--- config.mk ---
export PLATFORM = sky130hd
export DESIGN_NAME = imem_byte_writer
export DESIGN_NICKNAME = d
export VERILOG_FILES = /design/src/rtl/imem_byte_writer.sv
export SDC_FILE = /design/constraint.sdc
export NUM_CORES = 2
export LEC_CHECK = 0
export CORE_AREA = 2 2 530 532
export DETAILED_ROUTE_END_ITERATION = 7
export DIE_AREA = 0 0 532 534
export GPL_TIMING_DRIVEN = 0
export SYNTH_ARGS = -nofsm -noshare
export SYNTH_HDL_FRONTEND = slang
export SYNTH_SLANG_ARGS = --single-unit
--- constraint.sdc ---
create_clock -name clk -period 8.1 [get_ports clk]
set_input_delay 1.215 -clock clk [delete_from_list [all_inputs] [get_ports clk]]
set_output_delay 1.215 -clock clk [all_outputs]
set_load 0.05 [all_outputs]
--- src/rtl/imem_byte_writer.sv ---
// Byte-addressed instruction store: accepts 32-bit words over valid/ready and commits
// them big-endian, one byte per cycle; a combinational fetch port reads four bytes back.
module imem_byte_writer #(
    parameter int MEM_BYTES = 100,
    parameter int ADDR_W    = 32
) (
    input  logic              clk,
    input  logic              rst_n,
    input  logic              wr_valid,
    output logic              wr_ready,
    input  logic [ADDR_W-1:0] wr_addr,
    input  logic [31:0]       wr_data,
    output logic              busy,
    output logic              done,
    output logic              wr_err,
    input  logic [ADDR_W-1:0] rd_addr,
    output logic [31:0]       rd_inst
);

    localparam int IDX_W = (MEM_BYTES > 1) ? $clog2(MEM_BYTES) : 1;

    typedef enum logic [1:0] {
        IDLE,
        WRITE,
        DONE
    } state_t;

    state_t            state_reg, state_next;
    logic [1:0]        cnt_reg;
    logic [ADDR_W-1:0] addr_reg;
    logic [31:0]       data_reg;
    logic              err_reg, err_next;
    logic              load, write_en;
    logic [7:0]        mem [MEM_BYTES];

    logic [ADDR_W:0]   wr_last;
    logic              in_range;
    logic [ADDR_W-1:0] wr_byte_addr;
    logic [IDX_W-1:0]  wr_idx;
    logic              wr_idx_ok;
    logic [1:0]        byte_sh;
    logic [7:0]        wr_byte;

    // Range check is one bit wider than the bus so addresses near the top cannot wrap.
    assign wr_last  = {1'b0, wr_addr} + (ADDR_W+1)'(3);
    assign in_range = (wr_last <= (ADDR_W+1)'(MEM_BYTES - 1));

    always_ff @(posedge clk or negedge rst_n) begin
        if (!rst_n) begin
            state_reg <= IDLE;
        end else begin
            state_reg <= state_next;
        end
    end

    always_comb begin
        state_next = state_reg;
        load       = 1'b0;
        write_en   = 1'b0;
        err_next   = 1'b0;
        case (state_reg)
            IDLE: begin
                if (wr_valid) begin
                    if (in_range) begin
                        load       = 1'b1;
                        state_next = WRITE;
                    end else begin
                        err_next = 1'b1;
                    end
                end
            end
            WRITE: begin
                write_en = 1'b1;
                if (cnt_reg == 2'd3) begin
                    state_next = DONE;
                end
            end
            DONE: begin
                state_next = IDLE;
            end
            default: begin
                state_next = IDLE;
            end
        endcase
    end

    assign wr_ready = (state_reg == IDLE);
    assign busy     = (state_reg == WRITE);
    assign done     = (state_reg == DONE);
    assign wr_err   = err_reg;

    always_ff @(posedge clk or negedge rst_n) begin
        if (!rst_n) begin
            addr_reg <= '0;
            data_reg <= '0;
            cnt_reg  <= 2'd0;
            err_reg  <= 1'b0;
        end else begin
            err_reg <= err_next;
            if (load) begin
                addr_reg <= wr_addr;
                data_reg <= wr_data;
                cnt_reg  <= 2'd0;
            end else if (write_en) begin
                cnt_reg <= cnt_reg + 2'd1;
            end
        end
    end

    // Byte k of the word is the k-th most significant byte.
    assign byte_sh      = 2'd3 - cnt_reg;
    assign wr_byte      = data_reg[{byte_sh, 3'b000} +: 8];
    assign wr_byte_addr = addr_reg + ADDR_W'(cnt_reg);
    assign wr_idx       = wr_byte_addr[IDX_W-1:0];
    assign wr_idx_ok    = (wr_byte_addr < ADDR_W'(MEM_BYTES));

    always_ff @(posedge clk or negedge rst_n) begin
        if (!rst_n) begin
            for (int i = 0; i < MEM_BYTES; i++) begin
                mem[i] <= 8'h00;
            end
        end else if (write_en && wr_idx_ok) begin
            mem[wr_idx] <= wr_byte;
        end
    end

    // Fetch: each byte lane computes its own address; anything past the store reads zero.
    for (genvar gi = 0; gi < 4; gi++) begin : g_fetch
        logic [ADDR_W:0] byte_addr;
        assign byte_addr = {1'b0, rd_addr} + (ADDR_W+1)'(gi);
        assign rd_inst[31-8*gi -: 8] = (byte_addr < (ADDR_W+1)'(MEM_BYTES))
                                       ? mem[byte_addr[IDX_W-1:0]] : 8'h00;
    end

endmodule

=== Word level (Yosys, flattened, before mapping) ===
Cells that the tools add are included.

* Register bits after elaboration: 869
* Latch bits: 0
* Memory bits (writable): 0
* Memory bits (read-only): 0
* Logic and storage cells: 173
* Memories: 0

* Add/subtract/negate cells: 7
* Multiply operators: 0
* Div/mod/pow operators: 0
* Order comparisons: 12
* Equality and inequality tests: 6
* Shift operators: 1
* Multiplexer cells: 32
* Bitwise operators: 5
* Reductions and logical operators: 5

{| class="wikitable"
|+ Operator list
! cell !! number
|-
| bitwise mux 800 bit || 1
|-
| binary-select mux 8 bit (select 7 bit) || 4
|-
| two-way mux 8 bit || 13
|-
| adder 32 x 2 -> 33 bit (second input constant) || 3
|-
| < comparator 33 x 7 -> 1 bit (second input constant) || 3
|-
| < comparator 32 x 7 -> 1 bit (second input constant) || 2
|-
| demux 8 bit (select 7 bit) || 1
|-
| >= comparator 8 bit (second input constant) || 5
|-
| NOT 7 -> 8 bit || 5
|-
| adder 32 x 1 -> 33 bit (second input constant) || 1
|-
| <= comparator 33 x 7 -> 1 bit (second input constant) || 1
|-
| adder 32 x 2 -> 32 bit || 1
|-
| indexed part select 32 x 6 -> 8 bit || 1
|-
| two-way mux 2 bit || 5
|-
| < comparator 8 x 1 -> 1 bit (second input constant) || 1
|-
| two-way mux 1 bit || 7
|-
| == test 2 bit (second input constant) || 2
|-
| != test 2 x 1 -> 1 bit (second input constant) || 2
|-
| case mux 2 bit (2 select lines) || 1
|-
| AND reduction 3 bit || 1
|-
| adder 2 x 1 -> 2 bit (second input constant) || 1
|-
| == test 2 x 1 -> 1 bit (second input constant) || 1
|-
| logical AND 1 bit || 2
|-
| logical NOT 2 bit || 1
|-
| 3 further kinds || 3
|}

=== Depth between registers and ports, before layout ===
* Word-level depth: 7
* Mapped depth: 17
* Gate-level depth less buffers: 11

=== Worst setup path before layout ===
OpenSTA, ideal clock, no wires.

* Kind: input port to output port
* From: in rd_addr[0]
* To: out rd_inst[1]
* Data arrival time: 6,165 ps
* Path slack: 720 ps
* Stages on the path: 15
* Buffers on the path: 9
* Cells stage by stage: buf_2 -> inv_2 -> buf_1 -> clkbuf_1 -> ha_1 -> clkbuf_1 -> buf_2 -> buf_2 -> buf_1 -> clkbuf_1 -> buf_1 -> a211oi_1 -> a311oi_1 -> o311ai_0 -> a21boi_0

* Longest elaborated chain between the ends: 6
* Elaborated cells on any way between the ends: 7
* Classes of those cells: 1 x add/sub; 1 x order compare; 4 x mux; 1 x bitwise

{| class="wikitable"
|+ Ends and longest elaborated chain
! what !! line !! text
|-
| from (decl) || 16 || <nowiki>input logic [ADDR_W-1:0] rd_addr,</nowiki>
|-
| adder 32 x 2 -> 33 bit (*) || 130 || <nowiki>assign byte_addr = {1'b0, rd_addr} + (ADDR_W+1)'(gi);</nowiki>
|-
| NOT 7 -> 8 bit (not written as such) || 132 || <nowiki>? mem[byte_addr[IDX_W-1:0]] : 8'h00;</nowiki>
|-
| binary-select mux 8 bit (select 7 bit) || 132 ||
|-
| two-way mux 8 bit (not written as such) (2 in series) || 132 ||
|-
| two-way mux 8 bit (*) || 132 ||
|-
| to (decl) || 17 || <nowiki>output logic [31:0] rd_inst</nowiki>
|}

Mark *: on every way between the ends. The rest lies on a longest branch, timed or not. The select of a mux whose other input is x is not followed.

=== Worst setup path after layout ===
* From: in rd_addr[0]
* To: out rd_inst[19]

* Longest elaborated chain between the ends: 6
* Elaborated cells on any way between the ends: 7
* Classes of those cells: 1 x add/sub; 1 x order compare; 4 x mux; 1 x bitwise

{| class="wikitable"
|+ Ends and longest elaborated chain
! what !! line
|-
| adder 32 x 1 -> 33 bit (*) || 130
|-
| NOT 7 -> 8 bit (not written as such) || 132
|-
| binary-select mux 8 bit (select 7 bit) || 132
|-
| two-way mux 8 bit (not written as such) (2 in series) || 132
|-
| two-way mux 8 bit (*) || 132
|}

Marked as above.

==> run metrics <==
Synth Area in Compound Gates 0.1035; worst clock skew 0.06520 ns; CTS sink count 869; Slew headroom -0.1324; Final min period 8.334 ns; fin nets 5814; number of global-route vias before repair 54224; DRC marker count from the first detailed-route iteration 9462; RSZ-0062 raised after global routing no; Yosys reg bits 869; fin crit share 1.029; Routed WL per cell 38.47 um; gr ovfl total 0; yosys synthesis warning count 0; first-pass GRT wire length 489.9 mm; Setup CP Type in2out; Skew-Pair Late Insertion Delay 0.82 ns; Post-Synth Simple-Gate Area 0.1402; total track usage 0.2522; Root Buffer clkbuf_16; initial antenna violation count 46; P_leak 0.02684 uW; Seq/Total Area, Yosys 0.3411; Crit path arrival time 7.12 ns; status finished, violations left; Mapped Nets 5555; CTS tree yes; Syn-to-layout area delta 17.57%; synth unique cells 77; Synth Area in Adders 0.001884; CTS hold repair buffers 0; Die Wd 532 um; critical register-to-register path startpoint cnt_reg[1]; failing checks max-capacitance violations, max-slew violations, negative setup slack; DIE HEIGHT 534 um; post-synthesis mux area share 0.3561; vias per std cell 6.024; number of flops mapped to enable cells by yosys 0; Achievable Freq 120.0 MHz; Crit Path Max Fanout 10; main flop type after synthesis dfrtp_1; Critical path destination rd_inst[19]; Async SR Flop Fraction 1.000; synthesized area per cell 11.70 sq um; Synth Area in XOR/XNOR 0.007419; Core Rows 194; GPL Wtd Cong 1.091; number of port buffers 121; initial core utilization 0.2290; antenna-violating nets left 0; max reg flops 800; main combinational cell family by area after synthesis multiplexers; post-route total power 11010 uW; required time worst endpoint 6.88 ns; smallest setup slack after layout -0.2336 ns; final setup vio count 21; DRC 0; share of cells above drive strength 1 0.3038; final hold violations 0; Top Ports 135; post-placement cell count 9319; R2R cell count 15; Worst Max-Slew Pin Slew 1.686 ns; largest net degree at the start of global routing 118; Post-DP HPWL 288.9 mm; cts bufs inserted 103; Power Dens Cells 147.0 mW/mm^2; most frequent cells in the layout nand2_1, mux4_2, dfrtp_1; Peak supply drop 192.1 uV; drt pass-1 iters 6; Die Area 0.2841 sq mm; FF-to-FF End mem[710]; Max Cap Violations 7; max-slew violations 42; Place WS -4.479 ns; crit path capture type primary output; Syn Inst Count 5447; Post-Synthesis Cell Area 0.06375 sq mm; Reg clk slew, reported paths 0.06 ns; Routed WL 367.2 mm; vias 57489; Hold Crit Class in2async; FF-to-FF setup slack 1.46 ns; most common cell after layout, fill and taps aside nand2_1; Crit. Startpoint rd_addr[0]; H-tree Lvls 3; final non-filler cell total 9544; Clock Path Buffers 3; Core Region 0.2784 sq mm; Setup crit start kind input port
[stage by stage]
stage / cell area [sq um] / utilization / setup TNS (ns) / hold slack [ns]
6_report: 74950 / 0.2692 / -2.780 / 0.3849
5_1_grt: 74900 / 0.2690 / 0 / 0.4421
4_1_cts: 74710 / 0.2683 / 0 / 0.3866
3_5_place_dp: 70450 / 0.2530 / -75.07 / 0.4878
3_3_place_gp: 69620 / 0.2501 / - / 0.4840
2_1_floorplan: 63750 / - / 0 / 0.4682
[worst min-delay path by stage]
stage                     slack [ns]    startpoint           end
after floorplan                 0.47  addr_reg[23]  addr_reg[23]
after global placement          0.48  data_reg[11]  data_reg[11]
after detailed placement        0.49  data_reg[15]  data_reg[15]
after CTS                       0.39         rst_n      mem[740]
after global routing            0.44         rst_n      mem[702]
final                           0.38         rst_n      mem[702]
[area by class of cell]
| cell class | count | area, sq um |
|---|---|---|
| fillers | 28820 | 203500 |
| multi-input cells | 4005 | 39320 |
| flip-flops and latches | 869 | 21750 |
| well taps | 3724 | 4659 |
| plain buffers | 543 | 3615 |
| clock buffers | 140 | 2897 |
| repair buffers | 158 | 1857 |
| clock inverters | 49 | 689.4 |
| inverters | 26 | 100.1 |
| diodes | 30 | 75.07 |
[worst max-delay path, stage by stage]
cell	delay, ns
clkdlybuf4s50_1	0.59
buf_4	0.29
buf_2	0.30
buf_2	0.26
buf_2	0.62
clkdlybuf4s15_1	0.91
mux4_2	0.47
mux4_2	0.34
nand2_1	0.07
a32oi_1	0.81
and3_1	0.34
clkdlybuf4s50_1	0.83
[report_power, final]
part	internal, uW	switching [uW]
registers	4340	0.0562
logic	434	1190
clock network	2850	2200
total	7630	3390
[kinds of logic after synthesis]
kind of cell | Yosys count
buffers and inverters | 573
and+or+nand+nor | 1685
DFF | 869
muxes | 1074
xor gates and xnor gates | 54
adders and majority gates | 9
AOI/OAI and AO/OA | 1183
[Yosys cell counts (all sizes together) (21+ instances only)]
library cell | instances | area [sq um]
nand4 | 152 | 2452
nor2 | 81 | 304.0
xnor2 | 32 | 280.3
xor2 | 22 | 192.7
dfrtp | 869 | 21750
o21ai | 837 | 4294
a21oi | 157 | 785.8
nor4 | 26 | 181.4
a211oi | 21 | 157.7
nor3 | 65 | 325.3
mux2 | 53 | 596.8
clkbuf | 282 | 1059
inv | 26 | 97.59
nand3 | 91 | 460.4
and3 | 30 | 187.7
and2 | 33 | 206.5
buf | 265 | 2019
nand2 | 1125 | 4223
mux4 | 950 | 21400
mux2i | 71 | 710.7
[repair_timing]
action	in CTS	in global routing
gates resized for setup	237	61
setup endpoints to repair	32	26
buffers inserted	6	0
pin swaps	4	5
cloned	0	0
[layer usage]
layer	wire [um]	track usage	part of all wire	vias up
met4	30570	0.1710	0.083	32
met2	152400	0.3589	0.42	4750
met1	135600	0.3139	0.37	29842
li1	-	-	-	21762
met5	340	0.004164	0.00093	-
met3	48270	0.09803	0.13	1103
No activity file was read; power rests on OpenSTA's default activity.
